===== config.mk =====
export PLATFORM = sky130hd
export DESIGN_NAME = quad_debounce_counter
export DESIGN_NICKNAME = d
export VERILOG_FILES = /design/src/rtl/quad_debounce_counter.sv
export SDC_FILE = /design/constraint.sdc
export NUM_CORES = 1
export LEC_CHECK = 0
export CORE_MARGIN = 3
export CORE_UTILIZATION = 51
export CTS_BUF_LIST = sky130_fd_sc_hd__clkbuf_8
export CTS_CLUSTER_SIZE = 30
export DETAILED_ROUTE_END_ITERATION = 10
export DONT_BUFFER_PORTS = 1
export PLACE_DENSITY = 0.73
export REMOVE_ABC_BUFFERS = 1
export SLEW_MARGIN = 20
export SYNTH_ARGS = -nofsm -noshare
export SYNTH_HDL_FRONTEND = slang
export SYNTH_SLANG_ARGS = --single-unit
export TNS_END_PERCENT = 10

===== constraint.sdc =====
create_clock -name clk -period 4.5 [get_ports clk]
set_clock_uncertainty 0.1 [all_clocks]
set_input_delay 1.35 -clock clk [delete_from_list [all_inputs] [get_ports clk]]
set_output_delay 1.35 -clock clk [all_outputs]
set_load 0.1 [all_outputs]

===== src/rtl/quad_debounce_counter.sv =====
// Quadrature encoder front end: 2-flop sync, per-channel debounce, 4x decode,
// position/velocity/error counters. Define QUAD_INDEX_EN to add index capture.
module quad_debounce_counter #(
  parameter int DEBOUNCE_TICKS    = 5,
  parameter int CLOCK_FREQ_HZ     = 50_000_000,
  parameter int VEL_PERIOD_CYCLES = CLOCK_FREQ_HZ / 1000,
  parameter int COUNT_WIDTH       = 32
) (
  input  logic                   clk,
  input  logic                   reset,
  input  logic                   quadA,
  input  logic                   quadB,
`ifdef QUAD_INDEX_EN
  input  logic                   quadI,
  output logic [COUNT_WIDTH-1:0] index_pos,
  output logic                   index_seen,
`endif
  input  logic                   clear,
  output logic [COUNT_WIDTH-1:0] count,
  output logic [COUNT_WIDTH-1:0] velocity,
  output logic                   vel_valid,
  output logic [15:0]            err_count,
  output logic                   dir
);

`ifdef QUAD_INDEX_EN
  localparam int NCH = 3;
`else
  localparam int NCH = 2;
`endif
  localparam int TW = (VEL_PERIOD_CYCLES > 1) ? $clog2(VEL_PERIOD_CYCLES) : 1;
  localparam logic [TW-1:0] T_LAST  = TW'(VEL_PERIOD_CYCLES - 1);
  localparam logic [7:0]    DB_LAST = 8'(DEBOUNCE_TICKS - 1);

  logic [NCH-1:0] raw;
  logic [NCH-1:0] sync1, sync2, db;
  logic [7:0]     db_cnt [NCH];

  // Channel order in every vector: bit0 = A, bit1 = B, bit2 = index.
`ifdef QUAD_INDEX_EN
  assign raw = {quadI, quadB, quadA};
`else
  assign raw = {quadB, quadA};
`endif

  always_ff @(posedge clk or negedge reset) begin
    if (!reset) begin
      sync1 <= '0;
      sync2 <= '0;
      db    <= '0;
      for (int i = 0; i < NCH; i++) db_cnt[i] <= '0;
    end else begin
      sync1 <= raw;
      sync2 <= sync1;
      for (int i = 0; i < NCH; i++) begin
        if (sync2[i] == db[i]) begin
          db_cnt[i] <= '0;
        end else if (db_cnt[i] == DB_LAST) begin
          db[i]     <= sync2[i];
          db_cnt[i] <= '0;
        end else begin
          db_cnt[i] <= db_cnt[i] + 8'd1;
        end
      end
    end
  end

  logic [1:0]             prev_ab, cur_ab;
  logic [1:0]             prev_idx, cur_idx;
  logic                   step_up, step_dn, illegal;
  logic [COUNT_WIDTH-1:0] count_next;

  // Phase index along 00->10->11->01 is {B, A^B}, so a forward step is +1 mod 4.
  always_comb begin
    cur_ab     = {db[0], db[1]};
    prev_idx   = {prev_ab[0], prev_ab[1] ^ prev_ab[0]};
    cur_idx    = {cur_ab[0], cur_ab[1] ^ cur_ab[0]};
    step_up    = (cur_idx == prev_idx + 2'd1);
    step_dn    = (cur_idx == prev_idx - 2'd1);
    illegal    = ((prev_ab ^ cur_ab) == 2'b11);
    count_next = count;
    if (clear)        count_next = '0;
    else if (step_up) count_next = count + 1'b1;
    else if (step_dn) count_next = count - 1'b1;
  end

  logic [TW-1:0]          vel_timer;
  logic [COUNT_WIDTH-1:0] vel_ref;

  always_ff @(posedge clk or negedge reset) begin
    if (!reset) begin
      prev_ab   <= '0;
      count     <= '0;
      dir       <= 1'b0;
      err_count <= '0;
      vel_timer <= '0;
      vel_ref   <= '0;
      velocity  <= '0;
      vel_valid <= 1'b0;
    end else begin
      prev_ab <= cur_ab;
      count   <= count_next;
      if (step_up)      dir <= 1'b1;
      else if (step_dn) dir <= 1'b0;
      if (illegal && err_count != 16'hFFFF) err_count <= err_count + 16'd1;
      // Sample uses the registered count, so a step in the terminal cycle lands in the next period.
      if (vel_timer == T_LAST) begin
        vel_timer <= '0;
        velocity  <= count - vel_ref;
        vel_ref   <= count;
        vel_valid <= 1'b1;
      end else begin
        vel_timer <= vel_timer + TW'(1);
        vel_valid <= 1'b0;
      end
      if (clear) vel_ref <= '0;
    end
  end

`ifdef QUAD_INDEX_EN
  logic idx_prev;
  logic idx_rise;

  assign idx_rise = db[2] & ~idx_prev;

  always_ff @(posedge clk or negedge reset) begin
    if (!reset) begin
      idx_prev   <= 1'b0;
      index_seen <= 1'b0;
      index_pos  <= '0;
    end else begin
      idx_prev   <= db[2];
      index_seen <= idx_rise;
      if (idx_rise) index_pos <= count_next;
    end
  end
`endif

endmodule

# --- Word level (Yosys, flattened, before mapping) ---
# Cells that the tools add are included.
op_classes:
  add_sub_neg: 9
  eq_ne: 9
  mux: 13
  bitwise: 5
  reduce_logical: 6
op_table:
  columns: ["operator", "count"]
  rows:
  - ["2-to-1 mux 32 bit", 5]
  - ["adder 16 x 1 -> 16 bit (second input constant)", 2]
  - ["adder 32 x 1 -> 32 bit (second input constant)", 1]
  - ["2-to-1 mux 8 bit", 4]
  - ["subtractor 32 x 1 -> 32 bit (second input constant)", 1]
  - ["subtractor 32 bit", 1]
  - ["adder 8 x 1 -> 8 bit (second input constant)", 2]
  - ["== test 16 bit (second input constant)", 1]
  - ["== test 8 x 3 -> 1 bit (second input constant)", 2]
  - ["2-to-1 mux 16 bit", 1]
  - ["!= test 16 bit (second input constant)", 1]
  - ["== test 2 bit", 2]
  - ["AND reduction 2 bit", 2]
  - ["nonzero test 2 bit", 2]
  - ["2-to-1 mux 1 bit", 3]
  - ["nonzero test 3 bit", 1]
  - ["adder 2 x 1 -> 2 bit (second input constant)", 1]
  - ["== test 1 bit", 2]
  - ["== test 2 bit (second input constant)", 1]
  - ["NOT 1 bit", 2]
  - ["subtractor 2 x 1 -> 2 bit (second input constant)", 1]
  - ["bitwise XOR 1 bit", 2]
  - ["bitwise XOR 2 bit", 1]
  - ["logical AND 1 bit", 1]
word_totals:
  reg_bits: 154
  in_bits: 5
  out_inout_bits: 82
  wordCells: 56

# --- Longest topological paths before layout ---
depth:
  ltp_word: 6
  ltp_mapped: 14
  mapped_depth_nobuf: 13

# --- Worst setup path after synthesis ---
# OpenSTA, ideal clock, no wires.
synth_path:
  path_kind: "register -> register"
  from: "register db[1]"
  to: "register count[31]"
  setup_time_ns: 0.074
  t_arrival_ns: 3.830
  t_required_ns: 4.326
  path_slack_ns: 0.496
  stages_incl_launch_ff: 15
  path_buffers: 1
  period_less_slack_ns: 4.004
  cell_sequence: "dfrtp_1 -> xnor2_1 -> xor2_1 -> nand2_2 -> ha_1 -> buf_6 -> a21o_1 -> a21o_1 -> a211oi_1 -> o21bai_1 -> a211o_1 -> a221oi_2 -> xor2_1 -> or3_1 -> a21oi_2"
synth_between:
  elab_chain_len: 4
  word_cells_on_any_way: 6
  classes_between: "eq/ne (2); mux (2); bitwise (1); reduce/logical (1)"
synth_lines:
  columns: ["element", "line_no", "text"]
  rows:
  - ["start, declared", "36", "logic [NCH-1:0] sync1, sync2, db;"]
  - ["start signal, assigned by index", "59", "db[i] <= sync2[i];"]
  - ["bitwise XOR 1 bit", "77", "cur_idx = {cur_ab[0], cur_ab[1] ^ cur_ab[0]};"]
  - ["== test 2 bit", "78", "step_up = (cur_idx == prev_idx + 2'd1);"]
  - ["2-to-1 mux 32 bit", "83", "else if (step_up) count_next = count + 1'b1;"]
  - ["2-to-1 mux 32 bit", "82", "if (clear) count_next = '0;"]
  - ["end signal, assigned", "102", "count <= count_next;"]
  - ["end, declared", "19", "output logic [COUNT_WIDTH-1:0] count,"]
# Parallel ways exist; a longest one is shown, timed or not.
# A chain may end at the register's enable or synchronous reset.

# --- Worst setup path after layout ---
layout_path:
  from: "register db[0]"
  to: "register count[31]"
layout_between:
  elab_chain_len: 4
  word_cells_on_any_way: 6
  classes_between: "eq/ne (2); mux (2); bitwise (1); reduce/logical (1)"
layout_lines:
  columns: ["element", "line_no"]
  rows:
  - ["bitwise XOR 1 bit *", "77"]
  - ["== test 2 bit", "78"]
  - ["2-to-1 mux 32 bit", "83"]
  - ["2-to-1 mux 32 bit", "82"]
# Every way passes the cells marked *; elsewhere a longest branch is shown, timed or not.

==> metrics.md <==
| Metric | Value |
|---|---|
| Post-DP HPWL | `15400 um` |
| Initial core utilization | `52.9%` |
| Cells taking the most area after synthesis | `dfrtp_1 (40%), ha_1 (9.5%), nand2_1 (7.3%), a21oi_1 (5.4%), xor2_1 (5.0%)` |
| Wire per inst | `15.7 um` |
| Slowest stage delay, CP | `0.44 ns` |
| DRC Markers | `0` |
| Top-count cell post-synth | `nand2_1` |
| HP Class | `reg -> reg` |
| Vias in the first global route | `7235` |
| IO Count | `87` |
| FF-to-FF End | `count[31]` |
| Post-synth EDFFs | `0` |
| Number of antenna-violating nets in the routed design | `0` |
| Crit-path leading delay family | `compound AO/OA/AOI/OAI gates` |
| Fmax | `0.248 GHz` |
| CTS sink cnt | `154` |
| Worst path arrival time | `4.32 ns` |
| FFs w/ async S/R, synth | `100%` |
| Hold_ws | `0.257 ns` |
| Cell Area, Placed | `10200 sq um` |
| Die Footprint | `20700 sq um` |
| Cell taking the most area after synthesis | `dfrtp_1` |
| Mapped Cells | `1099` |
| CTS Buf Count | `17` |
| Slew headroom | `29.0%` |
| Final instance area | `10700 sq um` |
| # setup viols final | `0` |
| Mean area per synthesized cell | `8.83 sq um` |
| CTS Hold Bufs | `0` |
| Max Cap Violations | `0` |
| Largest net degree at the start of global routing | `155` |
| Final worst-path cycle share | `89.6%` |
| Crit path max-delay cell type | `dfrtp_1` |
| TritonRoute pass-1 iters | `5` |
| Post-CTS resize count | `0` |
| Layout cells sized above 1 | `9.33%` |
| Max FO, Critical Path | `19` |
| Fin nets | `1208` |
| Path depth of the worst reg2reg path | `14` |
| RSZ-0062 raised after global routing | `no` |
| FILL cells | `1609` |
| HP Start | `sync1[0]` |
| Post-Syn Area | `9700 sq um` |
| Seq cells post-synth | `154` |
| Hold Path Stages | `0` |
| Sequential fraction of the synthesis area | `39.7%` |
| WS Path Type | `reg -> reg` |
| PortBufs | `0` |
| Yosys warns | `0` |
| Overall die width | `144 um` |
| Reg area | `3850 sq um` |
| Multi-input gate area | `5510 sq um` |
| Clock Tree Buf Depth | `2` |
| Endpoint, Worst Hold | `sync2[0]` |
| Post-synth top flop | `dfrtp_1` |
| Number of antenna diodes | `0` |
| Top cells by count, synth | `nand2_1 (190), dfrtp_1 (154), a21oi_1 (105), ha_1 (74), nor2_1 (68)` |
| Initial antenna violation count | `0` |
| Post-CTS setup buffer count | `0` |
| Status | `completed` |
| RR Startpoint | `db[0]` |
| WP buf/inv | `1` |
| CP endpoint kind | `flop` |
| CTS tree | `yes` |
| Vias | `7775` |
| Crit start category | `flop` |
| GRT Total Usage | `21.2%` |
| Data required, critical path | `4.78 ns` |
| Final wirelength | `21400 um` |
| CORE AREA | `18300 sq um` |
| Area grow syn2layout | `9.77%` |
| Root Buffer | `clkbuf_8` |
| Row count | `49` |
| Min cycle time layout | `4.03 ns` |
| Clock Latency Late Sink | `0.45 ns` |
| Area share of the largest cell type after synthesis | `39.7%` |
| Reg2Reg Setup Slack | `0.47 ns` |
| Setup_tns | `0 ns` |
| Clock slew at reported path FFs | `0.08 ns` |
| CP Depth | `14` |
| Total congestion overflow | `0` |
| Vias per inst | `5.70` |
| First-pass GRT wire length | `35700 um` |
| Worst Tran Pin Value | `1.07 ns` |
| Die height | `144 um` |
| CTS HTree Levels | `4` |
| DRT iter0 DRCs | `538` |
| Final GP Congestion | `0.916` |
| Cells along the critical path | `xnor2_1, xor2_2, nand2_2, buf_4, ha_1, a21oi_1, o21ai_0, o211ai_1, o31ai_4, o21a_1, a221oi_2, xor2_1, or3_1, a21oi_2` |
| Final Hold Viols | `0` |
| Yosys cell types | `78` |
| Fin. max-slew vios | `0` |
==> metrics by stage <==
stage | utilization [%] | cells | setup slack, ns
2_1_floorplan | - | 1057 | -0.743
3_3_place_gp | 55.8 | 1337 | 0.573
3_5_place_dp | 55.8 | 1337 | 0.489
4_1_cts | 58.1 | 1365 | 0.470
5_1_grt | 58.1 | 1365 | 0.173
6_report | 58.1 | 1365 | 0.468
==> flip-flops by register name, indices dropped and copies added, names as in the netlist, 16 cells and up <==
signal     cells
count         32
db_cnt        16
err_count     16
vel_ref       32
vel_timer     16
velocity      32
==> cell families (layout without fill, tap and decap cells) <==
| family | count (synthesis) | count (layout) | synth area share (%) |
|---|---|---|---|
| DFF | 154 | 154 | 39.7 |
| adders and majority gates | 76 | 76 | 9.95 |
| and+or+nand+nor | 386 | 386 | 18.1 |
| buffers and inverters | 95 | 132 | 3.79 |
| AOI/OAI and AO/OA | 283 | 283 | 18.9 |
| xor gates and xnor gates | 100 | 100 | 9.03 |
| muxes | 5 | 5 | 0.554 |
==> metal layers <==
| layer | GRT usage (%) | share of wire (%) |
|---|---|---|
| met1 | 30.4 | 48 |
| met2 | 32.6 | 45 |
| met3 | 4.86 | 6.0 |
| met4 | 5.60 | 1.2 |
| met5 | 0 | 0 |
==> cell usage in the layout (no fill, tap or decap), drive strengths merged, types with 3 or more instances in the layout <==
master and instances:
a22o 3, o311ai 3, a21oi 108, nor2 68, ha 74, o21ai 63
a31oi 13, nor4 3, o2111ai 3, a221oi 3, nand3b 4, inv 53
mux2 3, a211o 3, and4 5, o21a 6, buf 51, dfrtp 154
o31ai 4, nor2b 8, or3 4, nand4 11, xor2 55, xnor2 45
a21o 35, a211oi 7, nand3 37, nand2 191, bufinv 4, o21bai 10
nor3 14, and3 18, and2 5, nand2b 5, clkbuf 20
==> how the worst max path moves through the flow <==
stage,start,to
floorplan,db[1],count[31]
global placement,db[0],count[31]
detailed placement,db[0],count[31]
CTS,db[0],count[31]
global route,db[0],count[31]
finish,db[0],count[31]
==> area by class of cell <==
| class | count | area share (%) |
|---|---|---|
| inverter | 53 | 1.87 |
| timing repair buffer | 51 | 3.59 |
| multi-input combinational | 850 | 51.7 |
| sequential | 154 | 36.2 |
| clock buffer | 20 | 2.58 |
| tap | 229 | 2.69 |
| clock inverter | 8 | 1.36 |
Power is not shown: default switching activity piles up to over one toggle a cycle in this logic, so the estimate is an artifact.
